--- src/rtl/conv_pkg.sv ---
// Shared types and default geometry for the convolution filter and its pooling stage.
package conv_pkg;

  typedef logic [7:0] pixel_t;

  typedef enum logic {
    S_EVEN = 1'b0,
    S_ODD  = 1'b1
  } pool_state_t;

  // 28x28 input through a 3x3 valid convolution
  localparam int unsigned CONV_IMG_W = 26;
  localparam int unsigned CONV_IMG_H = 26;

  // Unsigned maximum of two pixels
  function automatic pixel_t pix_max(input pixel_t a, input pixel_t b);
    return (a > b) ? a : b;
  endfunction

endpackage

--- src/rtl/pool_line_buf.sv ---
// Half-row line buffer for 2x2 max pooling: one write port, one combinational read port.
module pool_line_buf
  import conv_pkg::*;
#(
  parameter int unsigned DEPTH = 13,
  parameter int unsigned AW    = (DEPTH > 1) ? $clog2(DEPTH) : 1
) (
  input  logic          clk_i,
  input  logic          we_i,
  input  logic [AW-1:0] waddr_i,
  input  logic [7:0]    wdata_i,
  input  logic [AW-1:0] raddr_i,
  output logic [7:0]    rdata_o
);

  pixel_t mem_q [DEPTH];

  // Storage carries no reset: every entry is written in an even row before it is read
  always_ff @(posedge clk_i) begin
    if (we_i) mem_q[waddr_i] <= wdata_i;
  end

  // Combinational read of the horizontal pair max stored for this column pair
  always_comb begin
    rdata_o = mem_q[raddr_i];
  end

endmodule

--- src/rtl/conv_maxpool.sv ---
// Optional ReLU followed by 2x2 stride-2 max pooling of a raster-order pixel stream.
module conv_maxpool
  import conv_pkg::*;
#(
  parameter int unsigned IMG_W   = CONV_IMG_W,
  parameter int unsigned IMG_H   = CONV_IMG_H,
  parameter bit          RELU_EN = 1'b1
) (
  input  logic       clk_i,
  input  logic       rst_ni,
  input  logic [7:0] pixel_i,
  input  logic       pixel_valid_i,
  input  logic       frame_done_i,
  output logic [7:0] pool_o,
  output logic       pool_valid_o,
  output logic       pool_done_o,
  output logic       frame_err_o
);

  localparam int unsigned CW    = $clog2(IMG_W);
  localparam int unsigned RW    = $clog2(IMG_H);
  localparam int unsigned DEPTH = IMG_W / 2;
  localparam int unsigned AW    = (DEPTH > 1) ? $clog2(DEPTH) : 1;
  localparam logic [CW-1:0] COL_LAST = CW'(IMG_W - 1);
  localparam logic [RW-1:0] ROW_LAST = RW'(IMG_H - 1);
  localparam bit ODD_W = (IMG_W % 2) == 1;
  localparam bit ODD_H = (IMG_H % 2) == 1;

  logic [CW-1:0] col_q, col_d;
  logic [RW-1:0] row_q, row_d;
  pool_state_t   state_q, state_d;
  pixel_t        hmax_q, hmax_d;
  pixel_t        pool_q, pool_d;
  logic          pool_valid_q, pool_valid_d;
  logic          done_q, done_d;
  logic          err_q, err_d;

  pixel_t        x;
  pixel_t        pair;
  pixel_t        lb_rdata;
  logic          lb_we;
  logic [AW-1:0] lb_addr;
  logic          col_last, row_last, at_origin, last_acc, abort, accept;
  logic          usable;

  // ReLU clamp, position decode and frame-abort qualification
  always_comb begin
    x         = (RELU_EN && pixel_i[7]) ? '0 : pixel_i;
    pair      = pix_max(hmax_q, x);
    col_last  = (col_q == COL_LAST);
    row_last  = (row_q == ROW_LAST);
    at_origin = (col_q == '0) && (row_q == '0);
    last_acc  = pixel_valid_i && col_last && row_last;
    // a done strobe is only an error when it cuts a frame short
    abort     = frame_done_i && !at_origin && !last_acc;
    accept    = pixel_valid_i && !abort;
    // trailing odd column/row are counted but never pooled
    usable    = col_q[0] && !(ODD_W && col_last) && !(ODD_H && row_last);
    lb_addr   = AW'(col_q >> 1);
  end

  pool_line_buf #(
    .DEPTH (DEPTH),
    .AW    (AW)
  ) u_line_buf (
    .clk_i   (clk_i),
    .we_i    (lb_we),
    .waddr_i (lb_addr),
    .wdata_i (pair),
    .raddr_i (lb_addr),
    .rdata_o (lb_rdata)
  );

  // Next-state: counters, row-parity FSM, pooling datapath and strobes
  always_comb begin
    col_d        = col_q;
    row_d        = row_q;
    state_d      = state_q;
    hmax_d       = hmax_q;
    pool_d       = pool_q;
    pool_valid_d = 1'b0;
    done_d       = 1'b0;
    err_d        = 1'b0;
    lb_we        = 1'b0;

    if (abort) begin
      col_d   = '0;
      row_d   = '0;
      state_d = S_EVEN;
      err_d   = 1'b1;
    end else if (accept) begin
      if (!col_q[0]) hmax_d = x;

      if (usable) begin
        unique case (state_q)
          S_EVEN: lb_we = 1'b1;
          S_ODD: begin
            pool_d       = pix_max(pair, lb_rdata);
            pool_valid_d = 1'b1;
          end
          default: ;
        endcase
      end

      if (col_last) begin
        col_d = '0;
        if (row_last) begin
          row_d   = '0;
          state_d = S_EVEN;
          done_d  = 1'b1;
        end else begin
          row_d   = row_q + 1'b1;
          state_d = (state_q == S_EVEN) ? S_ODD : S_EVEN;
        end
      end else begin
        col_d = col_q + 1'b1;
      end
    end
  end

  // State and output registers
  always_ff @(posedge clk_i or negedge rst_ni) begin
    if (!rst_ni) begin
      col_q        <= '0;
      row_q        <= '0;
      state_q      <= S_EVEN;
      hmax_q       <= '0;
      pool_q       <= '0;
      pool_valid_q <= 1'b0;
      done_q       <= 1'b0;
      err_q        <= 1'b0;
    end else begin
      col_q        <= col_d;
      row_q        <= row_d;
      state_q      <= state_d;
      hmax_q       <= hmax_d;
      pool_q       <= pool_d;
      pool_valid_q <= pool_valid_d;
      done_q       <= done_d;
      err_q        <= err_d;
    end
  end

  assign pool_o       = pool_q;
  assign pool_valid_o = pool_valid_q;
  assign pool_done_o  = done_q;
  assign frame_err_o  = err_q;

endmodule

--- config.mk ---
export PLATFORM = sky130hd
export DESIGN_NAME = conv_maxpool
export DESIGN_NICKNAME = d
export VERILOG_FILES = /design/src/rtl/conv_pkg.sv /design/src/rtl/pool_line_buf.sv /design/src/rtl/conv_maxpool.sv
export SDC_FILE = /design/constraint.sdc
export NUM_CORES = 1
export LEC_CHECK = 0
export ABC_AREA = 1
export CAP_MARGIN = 5
export CELL_PAD_IN_SITES_DETAIL_PLACEMENT = 2
export CELL_PAD_IN_SITES_GLOBAL_PLACEMENT = 2
export CORE_MARGIN = 8
export CORE_UTILIZATION = 42
export CTS_CLUSTER_SIZE = 14
export DETAILED_ROUTE_END_ITERATION = 6
export PLACE_DENSITY_LB_ADDON = 0.25
export SLEW_MARGIN = 5
export SYNTH_ARGS = -nofsm -noshare
export SYNTH_HDL_FRONTEND = slang
export SYNTH_SLANG_ARGS = --single-unit
--- constraint.sdc ---
create_clock -name clk_i -period 6.2 [get_ports clk_i]
set_input_delay 1.24 -clock clk_i [delete_from_list [all_inputs] [get_ports clk_i]]
set_output_delay 1.24 -clock clk_i [all_outputs]
set_load 0.005 [all_outputs]
-- Word level (Yosys, flattened, before mapping)
Memories as Yosys holds them, arrays and structs flattened.
Cells that the tools add are included.
W data, S select, Z words.
- input bits: 12
- memories kept: 1
- flip-flop bits (word level): 30
- output and inout port bits: 11
- logic and storage cells: 62
- RAM bits: 104
- memory list (name ; depth ; bits a word ; read ports ; clocked after Yosys merged registers in ; wr ports ; line ; source):
    u_line_buf.mem_q ; 13 ; 8 ; 1 ; 0 ; 1 ; pool_line_buf.sv:16 ; pixel_t mem_q [DEPTH];
- reductions and logical operators: 16
- bitwise logic cells: 2
- mux-type cells: 29
- equal/unequal tests: 2
- magnitude comparators: 2
- add/sub/neg operators: 2
- operators by type and width (kind ; number):
    $mux W5 ; 7
    $mux W1 ; 19
    $mux W8 ; 2
    $add A5 B1 Y5 const B ; 2
    $eq A5 B5 Y1 const B ; 2
    $logic_not A5 Y1 ; 2
    $gt A8 B7 Y1 ; 1
    $gt A8 B8 Y1 ; 1
    $mux W7 ; 1
    $logic_and A1 B1 Y1 ; 6
    $reduce_and A4 Y1 ; 1
    $reduce_bool A2 Y1 ; 2
    $logic_not A1 Y1 ; 3
    $reduce_and A3 Y1 ; 1
    $not A1 Y1 ; 2
    $reduce_and A2 Y1 ; 1

-- Logic depth before layout (Yosys ltp)
- depth in word-level cells: 11
- gate-level depth with buffers: 28
- mapped depth without buffers: 28

-- Modules after synthesis
A second synthesis with hierarchy kept.
- cells, all modules: 682
- area total of the unflattened synthesis: 6439.9 um^2
- modules (own cells, without submodules) (module ; cells each ; area each (um^2) ; sequential area each (um^2) ; instances):
    pool_line_buf ; 418 ; 4456.8 ; 3123.0 ; 1
    conv_maxpool ; 264 ; 1983.2 ; 725.7 ; 1

-- Worst setup path before layout
Ideal clock, no wire load.
- path type: input to register
- from: input port pixel_i[7]
- to: register pool_q[0] (netlist: pool_o[0])
- cell stages on the path: 22
- required time: 6084 ps
- setup time: 116 ps
- path buffers: 0
- data arrival time: 3679 ps
- path slack: 2405 ps
- cells stage by stage: inv_1 -> nand2_1 -> ha_1 -> and3_1 -> nand4_1 -> nand2_1 -> nand2_1 -> nand2_1 -> inv_1 -> ha_1 -> inv_1 -> nand2_1 -> nand2_1 -> nand2_1 -> nand2_1 -> nand2_1 -> nand2_1 -> nand2_1 -> inv_1 -> nand3_1 -> nand2_1 -> nand2_1
- word-level cells in the longest chain between the ends: 5
- RTL lines (item ; line ; source):
    from (decl) ; conv_maxpool.sv:11 ; input logic [7:0] pixel_i,
    $mux W7 * ; conv_maxpool.sv:48 ; x = (RELU_EN && pixel_i[7]) ? '0 : pixel_i;
    $gt A8 B7 Y1 ; conv_pkg.sv:17 ; return (a > b) ? a : b;
    $mux W8 * ; conv_pkg.sv:17 ;
    named net pair[0] ; conv_maxpool.sv:39 ; pixel_t pair;
    $gt A8 B8 Y1 ; conv_pkg.sv:17 ;
    $mux W8 * ; conv_pkg.sv:17 ;
    to (signal assigned) ; conv_maxpool.sv:137 ; pool_q <= pool_d;
    to (decl) ; conv_maxpool.sv:33 ; pixel_t pool_q, pool_d;
Mark *: on every way through the listed nets, which the timed path passes. The rest lies on a longest branch.
A chain may end at the register's enable or synchronous reset.

-- Final worst setup path
- from: input port pixel_i[7]
- to: register pool_q[5] (netlist: pool_o[5])
- word-level cells in the longest chain between the ends: 5
- RTL lines (item ; line):
    $mux W7 * ; conv_maxpool.sv:48
    $gt A8 B7 Y1 ; conv_pkg.sv:17
    $mux W8 * ; conv_pkg.sv:17
    named net pair[3] ; conv_maxpool.sv:39
    $gt A8 B8 Y1 * ; conv_pkg.sv:17
    $mux W8 * ; conv_pkg.sv:17
Marks and branches as above.

==> flow_metrics.tcl <==
set metrics [dict create \
    syn_avg_cell_area_um2 9.28 \
    synth_edf_count 91 \
    synth-async-reset-ratio 0.235 \
    ys.flop_type "edfxtp_1" \
    hp-class "reg2reg" \
    hold_violations 0 \
    slew_viol_final 0 \
    power_density_nw_per_um2 498 \
    synth.distinct_cells 33 \
    power.leakage_nw 2.97 \
    drt-initial-drc-count 219 \
    grt-ovfl-total 0 \
    synth_area_leaders "edfxtp_1 47%, nand2_1 20%, dfrtp_1 12%, ha_1 4.3%, nor2_1 2.6%" \
    critPathSlowestCell "ha_1" \
    timing.setup.tns_ns 0 \
    cp_max_fo 14 \
    grt_pass1_vias 5163 \
    syn_to_final_growth_pct 14.7 \
    diodes 0 \
    cp-end-kind "register" \
    finalPower_mw 3.29 \
    worst_slew_pin_slew_ns 0.898 \
    stdcell_count 833 \
    fmax_ghz 0.205 \
    cts_tree "built" \
    wire_per_inst_um 21.5 \
    synth-seq-cells 119 \
    cts_setup_buffers 0 \
    die_x_um 133 \
    track_usage 0.214 \
    grt_pass1_wl_mm 29.0 \
    status "complete, no violations" \
    htreeDepth 4 \
    r2r_slack_ns 2.42 \
    die_h_um 133 \
    required_ns 6.50 \
    clk_pin_slew_ns 0.06 \
    vias 4366 \
    clkLatencyLatePin_ns 0.42 \
    yosys_warnings 0 \
    critPathLaunchType "input port" \
    nNetsFinal 677 \
    synth_top_area_share 0.475 \
    cts_hold_buffers 0 \
    finalSetupViolCount 0 \
    post_cts_resized 0 \
    synth_top_cell_by_area "edfxtp_1" \
    place.gp.congestion 0.806 \
    root_buffer "clkbuf_16" \
    initial_utilization 0.433 \
    die_area_um2 17700 \
    dp.cells 802 \
    vias_per_cell 5.24 \
    cap_violations 0 \
    arrival_ns 5.17 \
    drt_pass1_iterations 5 \
    seq_area_frac_synth 0.597 \
    core_area_um2 13300 \
    drcViolationCount 0 \
    post-synth-top-count-cell "nand2_1" \
    final_area_um2 6600 \
    hold_ws_ns 0.482 \
    ir_worst_vdd_uv 185 \
    drive_gt1_frac 0.0761 \
    slew_headroom 0.401 \
    placed_cell_area_um2 6110 \
    cpMostUsedCell "nand2_1" \
    fin_crit_ns 4.87 \
    place_ws_ns 0.999 \
    syn-num-nets 652 \
    postRouteAntennaNets 0 \
    fin_skew_ns 0.0100 \
    cts.sinks 119 \
    rsz0062_at_grt "no" \
    synthTopCellsByCount "301 x nand2_1, 91 x edfxtp_1, 40 x nor2_1, 37 x inv_1, 28 x dfrtp_1" \
    syn_inst 620 \
    grt_max_degree 48 \
    grt_antenna_before_repair 0 \
    clock_path_buffers 2 \
    num_rows 42 \
    worst_slack_ns 1.33 \
    routed_wirelength_mm 17.9 \
    fin_crit_sh 0.786 \
    cts_made_buffers 17 \
    hpwl_mm 12.2 \
    synth_area_um2 5750 \
    numPortBuffers 21 \
    max_stage_delay_ns 0.50 \
    fin_util 0.497 \
    io_pins 23 \
    worstSetupPathType "in2reg" \
]
where the power goes:
group / leakage [nW] / switching, mW / internal (mW)
Combinational: 1.53 / 0.941 / 0.342
Sequential: 1.18 / 0.0661 / 1.09
Clock: 0.249 / 0.351 / 0.498
Total: 2.97 / 1.36 / 1.93
logic make-up (layout without fill, tap and decap cells):
group	count (synthesis)	after routing	share of synthesized area
AND/OR/NAND/NOR	385	385	0.279
AO/OA/AOI/OAI	33	33	0.0311
adder cells (fa/ha/maj)	20	20	0.0435
flip-flops	119	119	0.597
other	1	1	0.000652
buffers and inverters	59	96	0.0448
XOR/XNOR	3	3	0.00457
cell type report:
cell class / instances / area, µm²
Clock buffer: 19 / 433
Clock inverter: 12 / 63.8
Fill cell: 1438 / 6690
Inverter: 41 / 156
Multi-Input combinational cell: 442 / 2060
Sequential cell: 119 / 3430
Tap cell: 176 / 220
Timing Repair Buffer: 24 / 233
state kept, by name, summed over array words and instances, names as in the netlist:
name / flops
state_q: 1
hmax_q: 7
pool_valid_o: 1
row_q: 5
col_q: 5
u_line_buf.mem_q: 91
pool_done_o: 1
frame_err_o: 1
pool_o: 7
final timing paths:
kind	start	endpoint	cells past startpoint
max	pixel_i[7]	pool_o[5]	25
min	pool_o[3]	pool_o[3]	2
max reg2reg	hmax_q[3]	pool_o[5]	22
min reg2reg	pool_o[3]	pool_o[3]	2
max in group asynchronous	rst_ni	row_q[2]	2
min in group asynchronous	rst_ni	hmax_q[6]	2
critical path: cells and delay by family:
family	cells	cell delay, ns
and+or+nand+nor	18	2.14
buffers and inverters	5	0.98
adders and majority gates	2	0.82
metal layers:
| layer | global-route usage | wire length (µm) | up-vias |
|---|---|---|---|
| li1 | - | - | 2057 |
| met1 | 0.244 | 7610 | 2203 |
| met2 | 0.377 | 9290 | 68 |
| met3 | 0.0394 | 412 | 38 |
| met4 | 0.105 | 592 | 0 |
| met5 | 0 | 0 | - |
cell usage in the layout (no fill, tap or decap), drive strengths merged:
cell	count
nand2	303
edfxtp	91
nor2	46
inv	41
dfrtp	28
nand3	28
clkdlybuf4s50	21
a21oi	21
ha	20
clkbuf	19
clkinv	10
o21ai	9
nand4	6
xor2	3
buf	3
clkinvlp	2
and3	1
a21o	1
o21bai	1
nor3	1
a31oi	1
conb	1
Power figures use the tool's default switching activity.
